### config.mk
export PLATFORM = sky130hd
export DESIGN_NAME = program_loader
export DESIGN_NICKNAME = d
export VERILOG_FILES = /design/src/rtl/program_loader_pkg.sv /design/src/rtl/program_loader_word_assembler.sv /design/src/rtl/program_loader.sv
export SDC_FILE = /design/constraint.sdc
export NUM_CORES = 1
export LEC_CHECK = 0
export CAP_MARGIN = 20
export CORE_ASPECT_RATIO = 1.75
export CORE_UTILIZATION = 45
export CTS_BUF_LIST = sky130_fd_sc_hd__clkbuf_8 sky130_fd_sc_hd__clkbuf_16
export CTS_CLUSTER_DIAMETER = 150
export DETAILED_ROUTE_END_ITERATION = 10
export PLACE_DENSITY = 0.78
export SLEW_MARGIN = 20
export SYNTH_ARGS = -nofsm -noshare
export SYNTH_HDL_FRONTEND = slang
export SYNTH_HIERARCHICAL = 1
export SYNTH_SLANG_ARGS = --single-unit
### constraint.sdc
create_clock -name clk -period 2.3 [get_ports clk]
set_input_delay 0.575 -clock clk [delete_from_list [all_inputs] [get_ports clk]]
set_output_delay 0.575 -clock clk [all_outputs]
set_load 0.01 [all_outputs]
### src/rtl/program_loader_pkg.sv
// Shared types and frame constants for the byte-stream program loader.
package program_loader_pkg;

    // Frame field widths
    localparam int COUNT_WIDTH = 16;
    localparam int BYTE_WIDTH  = 8;

    // Default start-of-frame marker
    localparam logic [BYTE_WIDTH-1:0] HEADER_BYTE_DEFAULT = 8'hA5;

    // Loader FSM states
    typedef enum logic [2:0] {
        ST_IDLE     = 3'd0,
        ST_COUNT_HI = 3'd1,
        ST_COUNT_LO = 3'd2,
        ST_DATA     = 3'd3,
        ST_CHECK    = 3'd4,
        ST_DONE     = 3'd5,
        ST_ERROR    = 3'd6
    } state_e;

endpackage

### src/rtl/program_loader_word_assembler.sv
// Big-endian word assembler: collects bytes MSB first. The fourth byte is
// not stored; it is merged combinationally so the loader can register the
// complete word on the same edge that accepts that byte.
module word_assembler
    import program_loader_pkg::*;
(
    input  logic                  clk,
    input  logic                  rst_n,
    input  logic                  clear_i,
    input  logic                  byte_valid_i,
    input  logic [BYTE_WIDTH-1:0] byte_i,
    output logic [31:0]           word_o,
    output logic                  word_valid_o
);

    logic [23:0] shift_q;
    logic [23:0] shift_d;
    logic [1:0]  cnt_q;
    logic [1:0]  cnt_d;

    // Next shift/counter value: clear on frame start, shift on each byte
    always_comb begin
        shift_d = shift_q;
        cnt_d   = cnt_q;
        if (clear_i) begin
            shift_d = 24'd0;
            cnt_d   = 2'd0;
        end else if (byte_valid_i) begin
            shift_d = {shift_q[15:0], byte_i};
            cnt_d   = cnt_q + 2'd1;
        end else begin
            shift_d = shift_q;
            cnt_d   = cnt_q;
        end
    end

    // Assembler state registers
    always_ff @(posedge clk or negedge rst_n) begin
        if (!rst_n) begin
            shift_q <= 24'd0;
            cnt_q   <= 2'd0;
        end else begin
            shift_q <= shift_d;
            cnt_q   <= cnt_d;
        end
    end

    assign word_o       = {shift_q, byte_i};
    assign word_valid_o = byte_valid_i && (cnt_q == 2'd3);

endmodule

### src/rtl/program_loader.sv
// Boot loader: parses a framed byte stream, writes big-endian words into
// program memory and holds the CPU in reset until a frame checks out.
module program_loader
    import program_loader_pkg::*;
#(
    parameter int                    MEMORY_DEPTH = 256,
    parameter logic [BYTE_WIDTH-1:0] HEADER_BYTE  = HEADER_BYTE_DEFAULT,
    localparam int                   ADDR_WIDTH   = $clog2(MEMORY_DEPTH)
) (
    input  logic                   clk,
    input  logic                   reset,
    input  logic [BYTE_WIDTH-1:0]  rx_data_i,
    input  logic                   rx_valid_i,
    output logic                   rx_ready_o,
    output logic                   mem_write_o,
    output logic [ADDR_WIDTH-1:0]  mem_address_o,
    output logic [31:0]            mem_data_o,
    output logic                   cpu_hold_o,
    output logic                   done_o,
    output logic                   error_o,
    output logic [COUNT_WIDTH-1:0] loaded_words_o
);

    localparam logic [COUNT_WIDTH-1:0] MAX_WORDS = COUNT_WIDTH'(MEMORY_DEPTH);

    state_e                 state_q,     state_d;
    logic [COUNT_WIDTH-1:0] count_q,     count_d;
    logic [BYTE_WIDTH-1:0]  checksum_q,  checksum_d;
    logic [COUNT_WIDTH-1:0] loaded_q,    loaded_d;
    logic                   mem_write_q, mem_write_d;
    logic [ADDR_WIDTH-1:0]  mem_addr_q,  mem_addr_d;
    logic [31:0]            mem_data_q,  mem_data_d;
    logic                   cpu_hold_q,  cpu_hold_d;
    logic                   done_q,      done_d;
    logic                   error_q,     error_d;
    logic                   rx_ready_q,  rx_ready_d;

    logic        byte_take_s;
    logic        is_header_s;
    logic        idle_like_s;
    logic        frame_start_s;
    logic        asm_valid_s;
    logic [31:0] asm_word_s;
    logic        asm_word_valid_s;

    // Handshake and frame-start decode kept outside the FSM block so the
    // assembler's completion flag never loops back into its own input.
    assign byte_take_s   = rx_valid_i && rx_ready_q;
    assign is_header_s   = (rx_data_i == HEADER_BYTE);
    assign idle_like_s   = (state_q == ST_IDLE) || (state_q == ST_DONE) || (state_q == ST_ERROR);
    assign frame_start_s = byte_take_s && is_header_s && idle_like_s;
    assign asm_valid_s   = byte_take_s && (state_q == ST_DATA);

    word_assembler u_word_assembler (
        .clk          (clk),
        .rst_n        (reset),
        .clear_i      (frame_start_s),
        .byte_valid_i (asm_valid_s),
        .byte_i       (rx_data_i),
        .word_o       (asm_word_s),
        .word_valid_o (asm_word_valid_s)
    );

    // FSM next state, checksum, word counter, memory write and handshake
    always_comb begin
        state_d     = state_q;
        count_d     = count_q;
        checksum_d  = checksum_q;
        loaded_d    = loaded_q;
        mem_write_d = 1'b0;
        mem_addr_d  = mem_addr_q;
        mem_data_d  = mem_data_q;
        cpu_hold_d  = cpu_hold_q;
        done_d      = done_q;
        error_d     = error_q;
        rx_ready_d  = 1'b1;

        case (state_q)
            ST_IDLE, ST_DONE, ST_ERROR: begin
                if (frame_start_s) begin
                    state_d    = ST_COUNT_HI;
                    cpu_hold_d = 1'b1;
                    done_d     = 1'b0;
                    error_d    = 1'b0;
                    loaded_d   = {COUNT_WIDTH{1'b0}};
                    checksum_d = {BYTE_WIDTH{1'b0}};
                end else begin
                    state_d = state_q;
                end
            end
            ST_COUNT_HI: begin
                if (byte_take_s) begin
                    count_d = {rx_data_i, count_q[7:0]};
                    state_d = ST_COUNT_LO;
                end else begin
                    state_d = state_q;
                end
            end
            ST_COUNT_LO: begin
                if (byte_take_s) begin
                    count_d = {count_q[15:8], rx_data_i};
                    if (count_d > MAX_WORDS) begin
                        state_d = ST_ERROR;
                        error_d = 1'b1;
                    end else if (count_d == {COUNT_WIDTH{1'b0}}) begin
                        state_d = ST_CHECK;
                    end else begin
                        state_d = ST_DATA;
                    end
                end else begin
                    state_d = state_q;
                end
            end
            ST_DATA: begin
                if (mem_write_q) begin
                    // Write cycle: no byte accepted; leave once all N words are in.
                    if (loaded_q == count_q) begin
                        state_d = ST_CHECK;
                    end else begin
                        state_d = state_q;
                    end
                end else if (byte_take_s) begin
                    checksum_d = checksum_q ^ rx_data_i;
                    if (asm_word_valid_s) begin
                        // loaded_q is the index of this word; it is < MEMORY_DEPTH
                        // here, so the address never wraps.
                        mem_write_d = 1'b1;
                        mem_addr_d  = loaded_q[ADDR_WIDTH-1:0];
                        mem_data_d  = asm_word_s;
                        loaded_d    = loaded_q + 16'd1;
                        rx_ready_d  = 1'b0;
                    end else begin
                        mem_write_d = 1'b0;
                    end
                end else begin
                    state_d = state_q;
                end
            end
            ST_CHECK: begin
                if (byte_take_s) begin
                    if (rx_data_i == checksum_q) begin
                        state_d    = ST_DONE;
                        done_d     = 1'b1;
                        cpu_hold_d = 1'b0;
                    end else begin
                        state_d = ST_ERROR;
                        error_d = 1'b1;
                    end
                end else begin
                    state_d = state_q;
                end
            end
            default: begin
                state_d = ST_IDLE;
            end
        endcase
    end

    // Loader registers; asynchronous reset aborts any frame in flight
    always_ff @(posedge clk or negedge reset) begin
        if (!reset) begin
            state_q     <= ST_IDLE;
            count_q     <= 16'd0;
            checksum_q  <= 8'd0;
            loaded_q    <= 16'd0;
            mem_write_q <= 1'b0;
            mem_addr_q  <= {ADDR_WIDTH{1'b0}};
            mem_data_q  <= 32'd0;
            cpu_hold_q  <= 1'b0;
            done_q      <= 1'b0;
            error_q     <= 1'b0;
            rx_ready_q  <= 1'b0;
        end else begin
            state_q     <= state_d;
            count_q     <= count_d;
            checksum_q  <= checksum_d;
            loaded_q    <= loaded_d;
            mem_write_q <= mem_write_d;
            mem_addr_q  <= mem_addr_d;
            mem_data_q  <= mem_data_d;
            cpu_hold_q  <= cpu_hold_d;
            done_q      <= done_d;
            error_q     <= error_d;
            rx_ready_q  <= rx_ready_d;
        end
    end

    assign rx_ready_o     = rx_ready_q;
    assign mem_write_o    = mem_write_q;
    assign mem_address_o  = mem_addr_q;
    assign mem_data_o     = mem_data_q;
    assign cpu_hold_o     = cpu_hold_q;
    assign done_o         = done_q;
    assign error_o        = error_q;
    assign loaded_words_o = loaded_q;

endmodule

After elaboration in Yosys (flattened, before gate mapping)
Cells that the tools add are included.
{ "word_totals": {"ff_bits": 114} }
{ "classes": {"order_cmp": 1, "n_eq_ne": 22, "muxes": 47, "bitwise_logic": 4, "add_sub_neg": 2, "n_reduce_logical": 22} }
{ "op_table": {"columns": ["cell", "count"], "rows": [
  ["2-to-1 mux 16 bit", 5],
  ["case mux 16 bit (2 select lines)", 2],
  ["2-to-1 mux 24 bit", 2],
  ["2-to-1 mux 8 bit", 4],
  ["2-to-1 mux 3 bit", 8],
  ["!= test 2 bit, second input constant", 11],
  ["2-to-1 mux 1 bit", 18],
  ["adder 16 x 1 -> 16 bit, second input constant", 1],
  ["== test 16 bit", 1],
  ["> comparator 16 x 9 -> 1 bit, second input constant", 1],
  ["zero test 16 bit", 1],
  ["case mux 8 bit (2 select lines)", 1],
  ["case mux 3 bit (5 select lines)", 1],
  ["AND reduction 4 bit", 3],
  ["AND reduction 6 bit", 2],
  ["== test 3 bit, second input constant", 3],
  ["== test 8 bit", 1],
  ["== test 8 bit, second input constant", 1],
  ["XOR 8 bit", 1],
  ["== test 3 x 2 -> 1 bit, second input constant", 2],
  ["2-to-1 mux 2 bit", 3],
  ["AND reduction 3 bit", 2],
  ["nonzero test 2 bit", 3],
  ["logical AND 1 bit", 5],
  ["other kinds (12)", 16]
]} }

Depth between registers and ports, before layout
Gate-level depths: netlist of run 1.
{ "depth": {"word_depth": 7, "depth_mapped": 11, "ltp_nobuf": 8} }

By module
The synthesis of run 1 kept the hierarchy.
{ "modules_own_cells": {"columns": ["mod", "area_each_um2", "cells_each", "n_inst"], "rows": [
  ["program_loader", 4302.9, 394, 1],
  ["word_assembler", 1153.6, 94, 1]
]} }

Least setup slack after synthesis of run 1
Ideal clock, no wire load.
{ "synth_timing": {"path_type": "register -> register", "from": "register state_q[1]", "to": "register mem_addr_q[6], in the netlist mem_address_o[6]", "t_arrival_ps": 2338, "path_stages_with_launch": 11, "n_path_buf": 5, "setup_time_ps": 125, "slack_ps": -162, "period_less_slack_ps": 2462, "path_cell_list": "dfrtp_1 clkbuf_1 buf_2 nand2_1 nor2_1 buf_6 buf_12 and2_1 nand3_1 clkbuf_1 mux2_2"} }
{ "synth_between": {"elab_chain_cells": 4} }
{ "synth_rtl": {"columns": ["element", "line", "rtl"], "rows": [
  ["start: declaration", "program_loader.sv:26", "state_e state_q, state_d;"],
  ["start signal: assignment", "program_loader.sv:174", "state_q <= state_d;"],
  ["== test 3 x 2 -> 1 bit", "program_loader.sv:52", "assign asm_valid_s = byte_take_s && (state_q == ST_DATA);"],
  ["logical AND 1 bit", "program_loader.sv:52", null],
  ["named net asm_valid_s", "program_loader.sv:42", "logic asm_valid_s;"],
  ["logical AND 1 bit", "program_loader_word_assembler.sv:49", "assign word_valid_o = byte_valid_i && (cnt_q == 2'd3);"],
  ["named net asm_word_valid_s", "program_loader.sv:44", "logic asm_word_valid_s;"],
  ["AND reduction 4 bit (no line)", null, null],
  ["end signal: assignment", "program_loader.sv:167", "mem_addr_q <= {ADDR_WIDTH{1'b0}};"],
  ["end signal: assignment", "program_loader.sv:179", "mem_addr_q <= mem_addr_d;"],
  ["end: declaration", "program_loader.sv:31", "logic [ADDR_WIDTH-1:0] mem_addr_q, mem_addr_d;"]
]} }
The timed path passes the listed nets, and every way through them passes these cells.
A chain may end at the register's enable or synchronous reset.

Final worst setup path of run 1
{ "layout_timing": {"from": "register count_q[12]", "to": "register state_q[1]"} }
{ "layout_between": {"elab_chain_cells": 5, "elab_cells_between_ends": 9, "cone_classes": "order compare: 1; eq/ne: 2; mux: 4; reduce/logical: 2"} }
{ "layout_rtl": {"columns": ["element", "line", "rtl"], "rows": [
  ["start: declaration", "program_loader.sv:27", "logic [COUNT_WIDTH-1:0] count_q, count_d;"],
  ["start signal: assignment", "program_loader.sv:175", "count_q <= count_d;"],
  ["parallel branches: the longest is 5 deep, another holds > comparator 16 x 9 -> 1 bit", null, null]
]} }
Several ways; the timed one is not identified. The select of a mux whose other input is x is not followed.

==> results of run 1 <==
## worst max-delay path: stages, from the launching register on
cell and delay, ns:
dfrtp_1 0.41, or4_4 0.54, or4_4 0.45, a2111oi_4 0.26
o32ai_1 0.14, a211o_1 0.30
## worst paths after layout
| path | from | endpoint | slack [ns] | depth (start not counted) |
|---|---|---|---|---|
| max | count_q[12]$_DFFE_PN0P_ | state_q[1]$_DFFE_PN0P_ | 0.08 | 5 |
| min | reset | mem_data_o[21]$_DFFE_PN0P_ | 0.1 | 1 |
| max reg2reg | count_q[12]$_DFFE_PN0P_ | state_q[1]$_DFFE_PN0P_ | 0.08 | 5 |
| min reg2reg | mem_address_o[4]$_DFFE_PN0P_ | mem_address_o[4]$_DFFE_PN0P_ | 0.49 | 2 |
| max in group asynchronous | reset | loaded_words_o[14]$_DFFE_PN0P_ | 1.56 | 2 |
| min in group clk | mem_address_o[4]$_DFFE_PN0P_ | mem_address_o[4]$_DFFE_PN0P_ | 0.49 | 2 |
## synthesized netlist by cell type, drive strengths merged, types with 8 or more instances
master and number:
a21oi 14, buf 19, clkbuf 15, dfrtp 114, inv 15, mux2 47, mux2i 25, nand2 28
nand3 13, nand4 10, nor2 48, nor3 8, nor4 8, o21ai 23, o2bb2ai 11, xnor2 36
## stage by stage
stage	power (mW)	hold slack (ns)	worst slack, ns
CTS	6.43	0.112	0.0786
floorplan	3.20	0.279	-0.0000517
global placement	3.48	0.467	-0.272
detailed placement	3.55	0.482	-0.342
global route	6.66	0.133	0.0196
finish	6.41	0.0997	0.0834
## layout make-up
class,count,area [µm²]
Clock buffer,19,453
Tap cell,135,169
Fill cell,892,4460
Inverter,15,56.3
Clock inverter,13,184
Multi-Input combinational cell,325,2400
Sequential cell,114,2850
Timing Repair Buffer,122,1140
## metal layers
layer  routed length (µm)  vias to the layer above  share of wire
met5                    0                        -              0
met4                  488                        0          0.034
met3                  628                       38          0.044
met2                 7820                      144           0.55
met1                 5350                     2137           0.37
li1                     -                     1939              -
## report_power, final
group / internal [mW] / switching [mW]
clock network: 1.87 / 0.977
registers: 2.34 / 0.358
logic: 0.470 / 0.395
## flip-flops by register name (all words and copies together), names as in the netlist
name,cells
mem_data_o,32
checksum_q,8
done_o,1
u_word_assembler/shift_q,24
mem_address_o,8
u_word_assembler/cnt_q,2
state_q,3
loaded_words_o,16
count_q,16
rx_ready_o,1
error_o,1
mem_write_o,1
cpu_hold_o,1
## cells by family (layout without fill, tap and decap cells)
| logic type | after synthesis | in the layout | synth area share |
|---|---|---|---|
| adders and majority gates | 2 | 2 | 0.00459 |
| muxes | 72 | 72 | 0.143 |
| xor gates and xnor gates | 38 | 38 | 0.0610 |
| buffers and inverters | 49 | 169 | 0.0479 |
| AOI/OAI and AO/OA | 71 | 71 | 0.0901 |
| and+or+nand+nor | 142 | 142 | 0.131 |
| DFF | 114 | 114 | 0.523 |
==> results.cfg, run 1 <==
[drt]
vias_per_cell = 5.73
via_count = 4258
dr.pass1.iters = 5
wl_per_cell_um = 19.2
final_antenna_net_count = 0
drc = 0
wl_mm = 14.3
drt_iter0_markers = 286

[yosys]
ys.flop_type = dfrtp_1
synth_warnings = 6
synth_cells = 488
synth_top_area_frac = 0.523
syn_area_per_cell_um2 = 11.2
yosys.cell_types.count = 53
synth_seq_area_share = 0.523
synth-seq-cells = 114
async_reset_ff_frac = 1.00
synth_area_um2 = 5460
synth_edf_count = 0
yosys-top-cells-area = dfrtp_1, mux2_2, xnor2_1
synth.largest_area_cell = dfrtp_1
synth.net_count = 501

[pwr]
p_per_area_nw_per_um2 = 884
vdd_drop_max_v = 0.000866
leakagePower_nw = 3.19

[global_route]
busiest_layer = met2
use_met1 = 0.263
grt_util_met3 = 0.0519
grt_pass1_wl_mm = 23.0
met2_usage = 0.425
antenna_found_initial = 0
track_usage = 0.240
grt_start_max_net_pins = 45
grt_pass1_vias = 4511
grt_remaining_overflow = 0

[place]
place_area_um2 = 6600
port_buffers = 71
dpl.hpwl_mm = 9.70
dpl.cell_count = 711
place_congestion = 0.866

[clocking]
cts_tree = built
clk_path_buf_depth = 2
cts_setup_buffers = 0
cts.sinks = 114
cts.repair.resized = 0
cts_hold_buf = 0
path_clk_slew_ns = 0.06
numCtsBuffers = 17
insertion_delay_ns = 0.42
root_buffer = clkbuf_16
htreeDepth = 4

[cells_and_area]
antennaDiodeCount = 0
final_cell_mix = dfrtp_1, clkdlybuf4s50_1, buf_4
layout_commonest_cell = dfrtp_1
post-route-util = 0.619
final_cells = 743
syn_to_final_growth_pct = 32.9
drive_gt1_frac = 0.238
fin_nets = 608
stdcell_area_um2 = 7250

[worst_setup_path]
path_class = reg2reg
setup.worst_path.end_class = register
crit_required_ns = 2.61
crit_path_start_kind = register
arrival_ns = 2.52
critPathMaxFanout = 3

[floorplan]
die_area_um2 = 12600
rows = 52
start_util = 0.466
ios = 72
die_w_um = 85.2
die_h_um = 148
core_um2 = 11700

[timing]
fin_crit_sh = 0.964
tightest_slew_ns = 0.479
rsz0062_at_grt = false
fin_crit_ns = 2.22
clock_skew_ns = 0.00904
setup-violations-final = 0
setup_tns_ns = 0
hold_viol = 0
max_freq_mhz = 451
max_slew_margin = 0.678
drv_slew = 0

[status]
status = complete, no violations

[worst_hold_path]
min_path_type = in2async

[job]
maxCapViolCount = 0
Power figures use the tool's default switching activity.
==> run 2: changes to the inputs <==
Settings changed: PLACE_DENSITY 0.78 to 0.7.
==> run 2 against run 1 <==
Compared with the run above: highest routed layer unchanged; critical endpoint unchanged; fmax increased by 0.39%; sequential cell count unchanged; final cell count decreased by 0.81%; worst hold slack improved by 0.014 ns.
==> results.cfg, run 2 (synthesis gave the netlist of run 1 again) <==
[clocking]
htreeDepth = 4
numCtsBuffers = 17
root_buffer = clkbuf_16
path_clk_slew_ns = 0.06
clk_path_buf_depth = 2
cts_tree = built
cts.sinks = 114
cts.repair.resized = 0
cts_setup_buffers = 0
insertion_delay_ns = 0.41
cts_hold_buf = 0

[cells_and_area]
antennaDiodeCount = 0
post-route-util = 0.615
largest_register_ffs = 32
syn_to_final_growth_pct = 32.0
fin_nets = 604
drive_gt1_frac = 0.226
layout_commonest_cell = dfrtp_1
final_cell_mix = dfrtp_1, clkdlybuf4s50_1, mux2_2

[pwr]
p_per_area_nw_per_um2 = 871
leakagePower_nw = 3.16
vdd_drop_max_v = 0.000637

[worst_setup_path]
slowest_stage = or4_4
crit_top_cell = or4_4
critPathMaxFanout = 3
worstReg2RegEnd = state_q[1]$_DFFE_PN0P_
crit_path_start_kind = register
slowest_delay_ns = 0.55
worstRegToRegCells = 5
crit_chain = or4_4 -> or4_4 -> a2111oi_4 -> o32ai_1 -> a211o_1
r2r_slack_ns = 0.09
crit_required_ns = 2.59
timing.rr.start = count_q[12]$_DFFE_PN0P_
arrival_ns = 2.50
path_class = reg2reg
setup.worst_path.end_class = register

[timing]
hold_viol = 0
tightest_slew_ns = 0.559
setup-violations-final = 0
drv_slew = 0
fin_ws_ns = 0.0921
whs_ns = 0.114
rsz0062_at_grt = false
fin_crit_sh = 0.960
clock_skew_ns = 0.00832
max_slew_margin = 0.626
fin_crit_ns = 2.21
max_freq_mhz = 453

[drt]
via_count = 4219
final_antenna_net_count = 0
drc = 0
drt_iter0_markers = 429
wl_mm = 13.7
wl_per_cell_um = 18.6
dr.pass1.iters = 5
vias_per_cell = 5.72

[global_route]
track_usage = 0.238
grt_remaining_overflow = 0
grt_start_max_net_pins = 46
antenna_found_initial = 0
grt_pass1_vias = 4350
grt_pass1_wl_mm = 22.8

[worst_hold_path]
min_path_type = in2async

[floorplan]
die_w_um = 85.2
ios = 72
start_util = 0.466
core_um2 = 11700
rows = 52
die_h_um = 148
die_area_um2 = 12600

[job]
maxCapViolCount = 0

[status]
status = complete, no violations

[place]
port_buffers = 71
place_congestion = 0.893
pre_cts_slack_ns = -0.328
dpl.hpwl_mm = 9.56
## run 2: through the flow
step / instance area [µm²] / total power, mW / cells / TNS [ns]
global route: 7200 / 6.54 / 737 / 0
finish: 7200 / 6.27 / 737 / 0
floorplan: 5480 / 3.20 / 488 / -0.00155
detailed placement: 6580 / 3.54 / 707 / -11.36
global placement: 6580 / 3.49 / 707 / -7.71
CTS: 7190 / 6.31 / 737 / 0
## run 2: report_power, final
group	internal [mW]	switching [mW]	leakage (nW)
clock	1.85	0.906	0.302
sequential	2.35	0.335	1.52
combinational	0.467	0.367	1.33
## run 2: area by class of cell
| type | instances | area (µm²) |
|---|---|---|
| fillers | 945 | 4510 |
| well taps | 135 | 169 |
| flip-flops and latches | 114 | 2850 |
| repair buffers | 118 | 1120 |
| clock buffers | 19 | 453 |
| inverters | 15 | 56.3 |
| clock inverters | 11 | 163 |
| multi-input cells | 325 | 2380 |
## run 2: how the worst max path moves through the flow
stage / depth (start not counted) / end / from
CTS: 5 / state_q[1]$_DFFE_PN0P_ / count_q[12]$_DFFE_PN0P_
global placement: 6 / state_q[1]$_DFFE_PN0P_ / rx_data_i[2]
detailed placement: 6 / state_q[1]$_DFFE_PN0P_ / rx_data_i[2]
global route: 8 / loaded_words_o[14]$_DFFE_PN0P_ / state_q[2]$_DFFE_PN0P_
finish: 5 / state_q[1]$_DFFE_PN0P_ / count_q[12]$_DFFE_PN0P_
floorplan: 10 / mem_address_o[6]$_DFFE_PN0P_ / state_q[1]$_DFFE_PN0P_
## run 2: critical path: cells and delay by family, from the launching register on
family	cells	cell delay, ns
AOI/OAI and AO/OA	3	0.66
and+or+nand+nor	2	1.02
DFF	1	0.41
## run 2: per-layer routing
metal  vias to the layer above  share of wire  GRT usage
met2                       143           0.53      0.417
met1                      2123           0.39      0.274
li1                       1917              -          -
met4                         0          0.038      0.116
met5                         -              0          0
met3                        36          0.038     0.0463
